File: src/rtl/cmp_sequencer.sv
// cmp_sequencer: issues EQ/GT/LT to the compare unit for one operand pair and
// returns a checked one-hot relation on a valid/ready response port.
`default_nettype none

module cmp_sequencer #(
  parameter int IN_DATA_WIDTH  = 16,
  parameter int OUT_DATA_WIDTH = 16,
  parameter int TIMEOUT_CYCLES = 4
) (
  input  logic                      CLK,
  input  logic                      RST,
  input  logic                      REQ_VALID,
  output logic                      REQ_READY,
  input  logic [IN_DATA_WIDTH-1:0]  REQ_A,
  input  logic [IN_DATA_WIDTH-1:0]  REQ_B,
  output logic [IN_DATA_WIDTH-1:0]  CMP_A,
  output logic [IN_DATA_WIDTH-1:0]  CMP_B,
  output logic                      CMP_Enable,
  output logic [1:0]                CMP_FUN_SEL,
  input  logic [OUT_DATA_WIDTH-1:0] CMP_OUT,
  input  logic                      CMP_Flag,
  output logic                      RSP_VALID,
  input  logic                      RSP_READY,
  output logic                      RSP_EQ,
  output logic                      RSP_GT,
  output logic                      RSP_LT,
  output logic                      RSP_ERR
);

  localparam int TMO_W = $clog2(TIMEOUT_CYCLES);

  typedef enum logic [1:0] {
    IDLE  = 2'd0,
    ISSUE = 2'd1,
    DRAIN = 2'd2,
    RESP  = 2'd3
  } state_t;

  state_t                   state_q, state_d;
  logic [1:0]               idx_q, idx_d;
  logic [1:0]               coll_q, coll_d;
  logic [TMO_W-1:0]         tmo_q, tmo_d;
  logic [2:0]               dec_q, dec_d;
  logic                     sticky_q, sticky_d;
  logic [IN_DATA_WIDTH-1:0] cmp_a_q, cmp_a_d, cmp_b_q, cmp_b_d;
  logic                     cmp_en_q, cmp_en_d;
  logic [1:0]               fun_sel_q, fun_sel_d;
  logic                     req_ready_q, req_ready_d;
  logic                     rsp_valid_q, rsp_valid_d;
  logic                     rsp_eq_q, rsp_eq_d, rsp_gt_q, rsp_gt_d, rsp_lt_q, rsp_lt_d;
  logic                     rsp_err_q, rsp_err_d;

  // Slot n encodes "true" as the value n+1; zero means false, anything else is bad.
  logic [OUT_DATA_WIDTH-1:0] w_exp_code;
  logic                      w_code_bit;
  logic                      w_code_ok;

  assign w_exp_code = OUT_DATA_WIDTH'(coll_q) + OUT_DATA_WIDTH'(1);
  assign w_code_bit = (CMP_OUT == w_exp_code);
  assign w_code_ok  = w_code_bit || (CMP_OUT == '0);

  always_comb begin
    state_d     = state_q;
    idx_d       = idx_q;
    coll_d      = coll_q;
    tmo_d       = tmo_q;
    dec_d       = dec_q;
    sticky_d    = sticky_q;
    cmp_a_d     = cmp_a_q;
    cmp_b_d     = cmp_b_q;
    cmp_en_d    = cmp_en_q;
    fun_sel_d   = fun_sel_q;
    req_ready_d = req_ready_q;
    rsp_valid_d = rsp_valid_q;
    rsp_eq_d    = rsp_eq_q;
    rsp_gt_d    = rsp_gt_q;
    rsp_lt_d    = rsp_lt_q;
    rsp_err_d   = rsp_err_q;

    if ((state_q == ISSUE || state_q == DRAIN) && CMP_Flag && coll_q != 2'd3) begin
      dec_d[coll_q] = w_code_bit;
      if (!w_code_ok) sticky_d = 1'b1;
      coll_d = coll_q + 2'd1;
    end

    case (state_q)
      IDLE: begin
        if (REQ_VALID && req_ready_q) begin
          cmp_a_d     = REQ_A;
          cmp_b_d     = REQ_B;
          cmp_en_d    = 1'b1;
          fun_sel_d   = 2'b01;
          idx_d       = 2'd0;
          req_ready_d = 1'b0;
          state_d     = ISSUE;
        end
      end
      ISSUE: begin
        case (idx_q)
          2'd0: begin
            fun_sel_d = 2'b10;
            idx_d     = 2'd1;
          end
          2'd1: begin
            fun_sel_d = 2'b11;
            idx_d     = 2'd2;
          end
          default: begin
            cmp_en_d  = 1'b0;
            fun_sel_d = 2'b00;
            tmo_d     = '0;
            state_d   = DRAIN;
          end
        endcase
      end
      DRAIN: begin
        if (coll_q == 2'd3) begin
          state_d     = RESP;
          rsp_valid_d = 1'b1;
          rsp_eq_d    = dec_q[0];
          rsp_gt_d    = dec_q[1];
          rsp_lt_d    = dec_q[2];
          rsp_err_d   = sticky_q || !$onehot(dec_q);
        end else if (tmo_q == TMO_W'(TIMEOUT_CYCLES - 1)) begin
          state_d     = RESP;
          rsp_valid_d = 1'b1;
          rsp_eq_d    = 1'b0;
          rsp_gt_d    = 1'b0;
          rsp_lt_d    = 1'b0;
          rsp_err_d   = 1'b1;
        end else begin
          tmo_d = tmo_q + TMO_W'(1);
        end
      end
      RESP: begin
        if (RSP_READY) begin
          state_d     = IDLE;
          rsp_valid_d = 1'b0;
          rsp_eq_d    = 1'b0;
          rsp_gt_d    = 1'b0;
          rsp_lt_d    = 1'b0;
          rsp_err_d   = 1'b0;
          req_ready_d = 1'b1;
          idx_d       = 2'd0;
          coll_d      = 2'd0;
          tmo_d       = '0;
          dec_d       = 3'b000;
          sticky_d    = 1'b0;
        end
      end
    endcase
  end

  always_ff @(posedge CLK or posedge RST) begin
    if (RST) begin
      state_q     <= IDLE;
      idx_q       <= 2'd0;
      coll_q      <= 2'd0;
      tmo_q       <= '0;
      dec_q       <= 3'b000;
      sticky_q    <= 1'b0;
      cmp_a_q     <= '0;
      cmp_b_q     <= '0;
      cmp_en_q    <= 1'b0;
      fun_sel_q   <= 2'b00;
      req_ready_q <= 1'b1;
      rsp_valid_q <= 1'b0;
      rsp_eq_q    <= 1'b0;
      rsp_gt_q    <= 1'b0;
      rsp_lt_q    <= 1'b0;
      rsp_err_q   <= 1'b0;
    end else begin
      state_q     <= state_d;
      idx_q       <= idx_d;
      coll_q      <= coll_d;
      tmo_q       <= tmo_d;
      dec_q       <= dec_d;
      sticky_q    <= sticky_d;
      cmp_a_q     <= cmp_a_d;
      cmp_b_q     <= cmp_b_d;
      cmp_en_q    <= cmp_en_d;
      fun_sel_q   <= fun_sel_d;
      req_ready_q <= req_ready_d;
      rsp_valid_q <= rsp_valid_d;
      rsp_eq_q    <= rsp_eq_d;
      rsp_gt_q    <= rsp_gt_d;
      rsp_lt_q    <= rsp_lt_d;
      rsp_err_q   <= rsp_err_d;
    end
  end

  assign REQ_READY   = req_ready_q;
  assign CMP_A       = cmp_a_q;
  assign CMP_B       = cmp_b_q;
  assign CMP_Enable  = cmp_en_q;
  assign CMP_FUN_SEL = fun_sel_q;
  assign RSP_VALID   = rsp_valid_q;
  assign RSP_EQ      = rsp_eq_q;
  assign RSP_GT      = rsp_gt_q;
  assign RSP_LT      = rsp_lt_q;
  assign RSP_ERR     = rsp_err_q;

endmodule

`default_nettype wire

File: config.mk
export PLATFORM = sky130hd
export DESIGN_NAME = cmp_sequencer
export DESIGN_NICKNAME = d
export VERILOG_FILES = /design/src/rtl/cmp_sequencer.sv
export SDC_FILE = /design/constraint.sdc
export NUM_CORES = 1
export LEC_CHECK = 0
export ABC_AREA = 1
export BUFFER_PORTS_ARGS = -buffer_cell sky130_fd_sc_hd__buf_2
export CORE_MARGIN = 1.5
export CORE_UTILIZATION = 40
export DETAILED_ROUTE_END_ITERATION = 10
export PLACE_DENSITY = 0.72
export SKIP_CTS_REPAIR_TIMING = 1
export SLEW_MARGIN = 25
export SYNTH_ARGS = -nofsm -noshare
export SYNTH_HDL_FRONTEND = slang
export SYNTH_SLANG_ARGS = --single-unit
File: constraint.sdc
create_clock -name CLK -period 3.3 [get_ports CLK]
set_input_delay 0.165 -clock CLK [delete_from_list [all_inputs] [get_ports CLK]]
set_output_delay 0.165 -clock CLK [all_outputs]
set_load 0.02 [all_outputs]
Yosys cells after proc, flatten, opt, wreduce, memory -nomap -nowiden
Index checks and enable logic that the tools add are counted.
Storage, ports and cells
  register bits after elaboration: 53
  output and inout port bits: 41
  input bits: 53
  word-level logic and storage cells: 111
Cells by class
  magnitude comparators: 2
  reduce and logical (&&, ||, !) cells: 25
  equality and inequality tests: 16
  $add $sub $neg: 5
  muxes and demuxes: 47
Operators by type and width (count)
  $mux 2: 12
  $mux 1: 17
  $eq 16x3->1: 1
  $logic_not 16->1: 1
  $pmux 1 s2: 7
  $ne 2x2->1 const B: 6
  $pmux 2 s2: 3
  $pmux 2 s3: 2
  $mux 3: 3
  $reduce_and 3->1: 3
  $eq 2x2->1 const B: 4
  $pmux 2 s4: 1
  $reduce_and 4->1: 2
  $eq 2x1->1 const B: 3
  $ne 3x1->1 const B: 2
  $reduce_bool 2->1: 3
  $reduce_bool 3->1: 2
  $reduce_and 5->1: 1
  $add 2x1->2 const B: 2
  $logic_and 1x1->1: 4
  $logic_not 2->1: 2
  $reduce_and 2->1: 2
  $add 2x1->3 const B: 1
  $bwmux 3: 1
  other kinds (8): 10

Depth between registers and ports, before layout
Gate-level depths: netlist (run 1).
  depth in word-level cells: 8
  depth in mapped cells: 9
  mapped depth without buffers: 9

Worst setup path after synthesis (run 1)
No wires, ideal clock.
  kind: reg-to-reg
  start: reg state_q[0]
  end: reg idx_q[0]
  setup time: 0.128 ns
  required time: 3.172 ns
  data arrival time: 1.319 ns
  period minus slack after synthesis: 1.446 ns
  path slack: 1.854 ns
  path buffers: 0
  cell stages (with the launch flop): 7
  cells stage by stage: dfrtp_1 inv_1 ha_1 inv_1 o21ai_0 nor2_1 mux2_1
On the way
  cells in the longest elaborated chain, start to end: 3
  elaborated cells on any way between the ends: 9
  classes of those cells: 5 x eq/ne; 1 x mux; 3 x reduce/logical
Ends and longest elaborated chain
  start, declared: line 39  | state_t state_q, state_d;
  start signal, assigned: line 173  | state_q <= state_d;
  $eq 2x1->1 (tied with other cells): line 86  | case (state_q)
  $ne 3x1->1 (no source line) (tied with other cells)
  $reduce_and 4->1 (no source line)
  end signal, assigned: line 174  | idx_q <= idx_d;
  end, declared: line 40  | logic [1:0] idx_q, idx_d;
Parallel ways exist; a longest one is shown, timed or not.
A chain may end at the register's enable or synchronous reset.

Worst setup path in the final report (run 1)
  start: reg state_q[0]
  end: reg cmp_en_q, in the netlist CMP_Enable
On the way
  cells in the longest elaborated chain, start to end: 3
  elaborated cells on any way between the ends: 7
  classes of those cells: 3 x eq/ne; 1 x mux; 3 x reduce/logical
Ends and longest elaborated chain
  $eq 2x1->1 / $logic_not 2->1 (equally long branches): line 86
  $ne 2x2->1 (no source line) / $reduce_bool 2->1 (equally long branches)
  $reduce_and 3->1 (no source line)
  end signal, assigned: line 181  | cmp_en_q <= cmp_en_d;
  end, declared: line 46  | logic cmp_en_q, cmp_en_d;
Parallel ways exist; a longest one is shown, timed or not.

==> results.cfg, run 1 <==
[pwr]
power_mw = 3.08
p_leak_nw = 1.70
vdd.ir_drop.worst_v = 0.000543
cellPowerDensity_nw_per_um2 = 976

[cts]
cts_tree = yes
clock_sinks = 53
clockRootBuffer = clkbuf_8
clkTransAtPathRegs_ps = 90
htree_levels = 2
clock_buffer_depth = 2
clock_latency_ps = 300
cts_inserted_buffers = 5

[sta]
setup_slack_ps = 1150
worstMarginPinSlew_ps = 635
final_period_minus_worst_setup_slack_ps = 2150
rsz_0062_raised_after_global_routing = no
tcrit_tclk_final_pct = 65.0
slew-limit-headroom_pct = 57.6
setup_violations = 0
final_hold_viol_count = 52
report.final.slew_viol_count = 0
whs_ps = -59.6
achievable-frequency_mhz = 466
clock_skew_ps = 4.73
totalNegativeSetupSlack_ps = 0

[die]
starting_density_pct = 42.1
design.die.area_sq_um = 6830
die_width_um = 82.7
die_y_um = 82.7
ioPinCount = 94
floorplan.core_area_sq_um = 6030
core.rowCount = 28

[job]
max_cap_violations = 0

[place]
post_place_cells = 384
dpl_worst_slack_ps = 1140
placement.io_buffers = 93
place.detailed.hpwl_um = 3640
globalplace.congestion = 0.736

[worst_setup_path]
cpMostUsedCell = nand2_1
timing.critical_path.to_type = register
critical_path_buf_inv_count = 1
worst-path-max-fanout = 35
critical_path.cell_chain = inv_1, ha_1, nand3_4, o21ai_1, nand2_1, nand2_1, o21ai_0
worstSetupStartpointType = register
criticalPathCategory = register to register
worstPathArrival_ps = 2300
critical_path.top_delay_family = simple AND/OR/NAND/NOR gates
required_ps = 3460
critical_path.max_stage_delay_ps = 490
cpMaxStageDelayCell = nand3_4

[synthesis]
post_synth_inst_count = 219
netlist_area_sq_um = 2540
synth_top_cell_area_share_pct = 51.3
yosys_register_bits = 53
post_synth.cell_area_avg_sq_um = 11.6
ys_seq_area_share_pct = 52.3
synth.area.top_cells = dfrtp_1 51%, mux2_4 17%, ha_1 4.9%
synth_cell_types = 26
synthesis.nets = 283
netlist.top_cell.by_area = dfrtp_1
yosys_warnings = 0

[grt]
globalRouteMet2Util_pct = 25.0
overflow = 0
wire_length_of_the_first_global_routing_pass_um = 7580
grtUsageMet3_pct = 4.07
vias_in_the_first_global_route = 1756
global_route.usage.total_pct = 14.5
initial_antenna_violation_count = 0
grt.busiest_layer = met2
grt_start_max_net_pins = 54
grt_util_met1_pct = 16.5

[cells_and_area]
num-nets-final = 380
synth_to_layout_area_growth_pct = 24.2
layoutNonFillerInstCount = 392
final_cell_mix = 93 x buf_2, 52 x dfrtp_1, 28 x mux2_4
commonest_non_fill_non_tap_cell_in_the_layout = buf_2
fillers = 520
post_route_cells_drive_above_1_share_pct = 43.8
n_antenna_cell = 0

[outcome]
status = finished with violations
violations_in_the_final_reports = negative hold slack

[route]
vias = 1850
drt-pass1-iter-count = 4
postRouteAntennaNets = 0
drt_iter0_drc = 36
drc_errors = 0
post_drt_via_cell_ratio = 4.72
wl_um = 4840
route.detailed.wl_per_inst_um = 12.3

[hold_path]
min_path_type = primary input to asynchronous set/reset pin
[state kept, by name, summed over array words and instances (netlist names)]
name and flops:
CMP_Enable 1, RSP_LT 1, CMP_FUN_SEL 2, RSP_GT 1, coll_q 2, RSP_ERR 1, CMP_A 16, RSP_VALID 1
tmo_q 2, sticky_q 1, dec_q 3, state_q 2, CMP_B 16, REQ_READY 1, RSP_EQ 1, idx_q 2
[synth_stat cells, drive strengths merged]
library cell	n
dfrtp	52
mux2	33
inv	25
nand2	25
o21ai	22
nor2	21
a21oi	10
ha	10
nand3	4
buf	3
o31ai	3
nand4	2
nor3	2
o21a	2
dfstp	1
fa	1
nor3b	1
o211ai	1
xnor2	1
[through the flow]
step | cell area (sq um) | util (%)
2_1_floorplan | 2540 | -
3_3_place_gp | 3060 | 50.9
3_5_place_dp | 3070 | 50.9
4_1_cts | 3150 | 52.3
5_1_grt | 3150 | 52.3
6_report | 3150 | 52.3
[worst paths after layout]
check,cells past startpoint,slack (ps),end,startpoint
min in group CLK,2,80,CMP_A[7],REQ_A[7]
setup reg to reg,7,1150,CMP_Enable,state_q[0]
setup / recovery,7,1150,CMP_Enable,state_q[0]
max in group asynchronous,2,2930,CMP_B[10],RST
hold / removal,2,-60,CMP_B[14],RST
hold reg to reg,1,500,CMP_FUN_SEL[1],CMP_FUN_SEL[1]
[per-layer routing]
metal	vias to the layer above	wire length, um
met5	-	0
met3	9	497
met2	79	2070
met4	0	109
met1	842	2170
li1	920	-
[power by group]
| part | switching, mW | internal [mW] | total, mW |
|---|---|---|---|
| clock network | 0.205 | 0.150 | 0.355 |
| logic | 0.881 | 0.708 | 1.59 |
| registers | 0.171 | 0.963 | 1.13 |
| total | 1.26 | 1.82 | 3.08 |
[cell type report]
cell class	count	area, sq um	share of cell area [%]
Sequential cell	53	1330	42.1
Multi-Input combinational cell	138	1080	34.4
Timing Repair Buffer	93	465	14.8
Inverter	25	96.3	3.05
Tap cell	75	93.8	2.98
Clock buffer	6	72.6	2.30
Clock inverter	2	15.0	0.476
[cells by family (layout without fill, tap and decap cells)]
family,Yosys count,in the layout,share of synthesized area [%]
fa+ha+maj,11,11,5.72
mux,33,33,18.8
simple gates,55,55,9.76
compound gates,38,38,8.08
buf+inv,28,126,5.03
xor+xnor,1,1,0.345
flops,53,53,52.3
[worst reg2reg max path: cells and delay by family, from the launching register on]
| kind | cells | cell delay, ps |
|---|---|---|
| adder cells (fa/ha/maj) | 1 | 250 |
| AO/OA/AOI/OAI | 2 | 520 |
| flip-flops | 1 | 410 |
| AND/OR/NAND/NOR | 3 | 700 |
| buffers and inverters | 1 | 120 |
No activity file was read; power rests on OpenSTA's default activity.
==> inputs of run 2 (changes only) <==
Settings changed: PLACE_DENSITY 0.72 to 0.75.
Clock period 3.3 ns to 1.8 ns, I/O delays scaled along.
==> results.cfg, run 2 (synthesis gave the netlist of run 1 again) <==
[cells_and_area]
fillers = 515
n_antenna_cell = 0
commonest_non_fill_non_tap_cell_in_the_layout = buf_2
num-nets-final = 388
post-route-util_pct = 54.1
final_cell_mix = 93 x buf_2, 52 x dfrtp_1, 28 x mux2_4
post_route_cells_drive_above_1_share_pct = 43.7
synth_to_layout_area_growth_pct = 28.3

[pwr]
power_switching_share_pct = 41.2
clockPowerShare_pct = 11.9
cellPowerDensity_nw_per_um2 = 1760
p_leak_nw = 1.76
net-switching-power_mw = 2.36
power.share.combinational_pct = 51.9
seq_power_share_pct = 36.2
p_int_mw = 3.37
vdd.ir_drop.worst_v = 0.00113

[sta]
report.final.slew_viol_count = 0
achievable-frequency_mhz = 626
totalNegativeSetupSlack_ps = 0
final_hold_viol_count = 0
final_period_minus_worst_setup_slack_ps = 1600
slew-limit-headroom_pct = 58.2
clock_skew_ps = 11.0
tcrit_tclk_final_pct = 88.8
worstMarginPinSlew_ps = 627
rsz_0062_raised_after_global_routing = no
setup_violations = 0

[worst_setup_path]
r2r_setup_slack_ps = 200
criticalPathCategory = register to register
reg2regPathDepth = 5
rr_startpoint = state_q[0]
endpoint_of_the_worst_register_to_register_path = CMP_A[9]
worstPathArrival_ps = 1780
worst-path-max-fanout = 33
required_ps = 1980
worstSetupStartpointType = register
timing.critical_path.to_type = register

[grt]
initial_antenna_violation_count = 0
wire_length_of_the_first_global_routing_pass_um = 8040
global_route.usage.total_pct = 15.5
grt_start_max_net_pins = 34
overflow = 0
vias_in_the_first_global_route = 1852

[die]
die_y_um = 82.7
ioPinCount = 94
die_width_um = 82.7
design.die.area_sq_um = 6830
floorplan.core_area_sq_um = 6030
core.rowCount = 28
starting_density_pct = 42.1

[outcome]
status = finished, final reports clean

[cts]
clkTransAtPathRegs_ps = 110
clockRootBuffer = clkbuf_8
clock_sinks = 53
htree_levels = 2
cts_inserted_buffers = 5
clock_buffer_depth = 2
clock_latency_ps = 300
cts_tree = yes

[route]
drc_errors = 0
wl_um = 5260
drt-pass1-iter-count = 4
vias = 1914
route.detailed.wl_per_inst_um = 13.1
post_drt_via_cell_ratio = 4.79
postRouteAntennaNets = 0
drt_iter0_drc = 54

[hold_path]
holdPathStages = 2
min_path_type = primary input to register
worst_hold_path.endpoint = CMP_B[13]
min-delay-start = REQ_B[13]

[place]
placement.io_buffers = 93
globalplace.congestion = 0.834
place.detailed.hpwl_um = 4040

[job]
max_cap_violations = 0
## run 2: cell types whose count changed in the layout (fill, tap and decap cells not counted), sizes merged
cell | before | now
inv | 25 | 26
buf | 93 | 95
dlygate4sd3 | 0 | 6
clkbuf | 6 | 5
clkinv | 0 | 1
clkinvlp | 2 | 1
## run 2: how the worst max path moves through the flow
stage / cells after the start / startpoint / end / slack [ps]
after detailed placement: 6 / state_q[0] / idx_q[0] / 210
after global routing: 6 / state_q[1] / dec_q[0] / 50
after floorplan: 6 / state_q[0] / idx_q[0] / 350
after global placement: 5 / state_q[0] / CMP_A[6] / 270
final: 5 / state_q[0] / CMP_A[9] / 200
after CTS: 5 / state_q[0] / CMP_A[6] / 190
## run 2: through the flow
step                      area [sq um]  setup slack [ps]  hold slack, ps  std cells  power, mW
final                             3260               202            10.5        400       5.74
after global routing              3260              51.3         -0.0378        400       6.20
after CTS                         3200               192            -122        394       5.78
after detailed placement          3100               208             218        386       5.08
after global placement            3100               268             212        386       4.98
after floorplan                   2540               354             239        219       4.23
## run 2: cell type report
cell class / count / area [sq um] / area share (%)
clock buffers: 5 / 68.8 / 2.11
clock inverters: 3 / 25.0 / 0.768
inverters: 25 / 93.8 / 2.88
multi-input cells: 138 / 1080 / 33.3
flip-flops and latches: 53 / 1330 / 40.7
well taps: 75 / 93.8 / 2.88
repair buffers: 101 / 566 / 17.4
## run 2: per-layer routing
metal	wire length, um	up-vias	track usage, %
met5	0	-	0
met4	40	0	5.50
met3	544	2	3.85
met2	2480	82	29.0
met1	2200	886	16.9
li1	-	944	-
## run 2: worst max-delay path: stages, from the launching register on
cell and delay (ps):
dfrtp_1 380, inv_1 90, ha_1 260, nand3_4 110
buf_12 240, mux2_2 370
## run 2: power by group through the flow
stage	Sequential [mW]	Clock [mW]	Combinational, mW
after CTS	2.08	0.710	2.99
after global routing	2.16	0.764	3.28
after floorplan	2.61	0	1.61
final	2.08	0.685	2.97
after global placement	2.07	0	2.91
after detailed placement	2.11	0	2.97
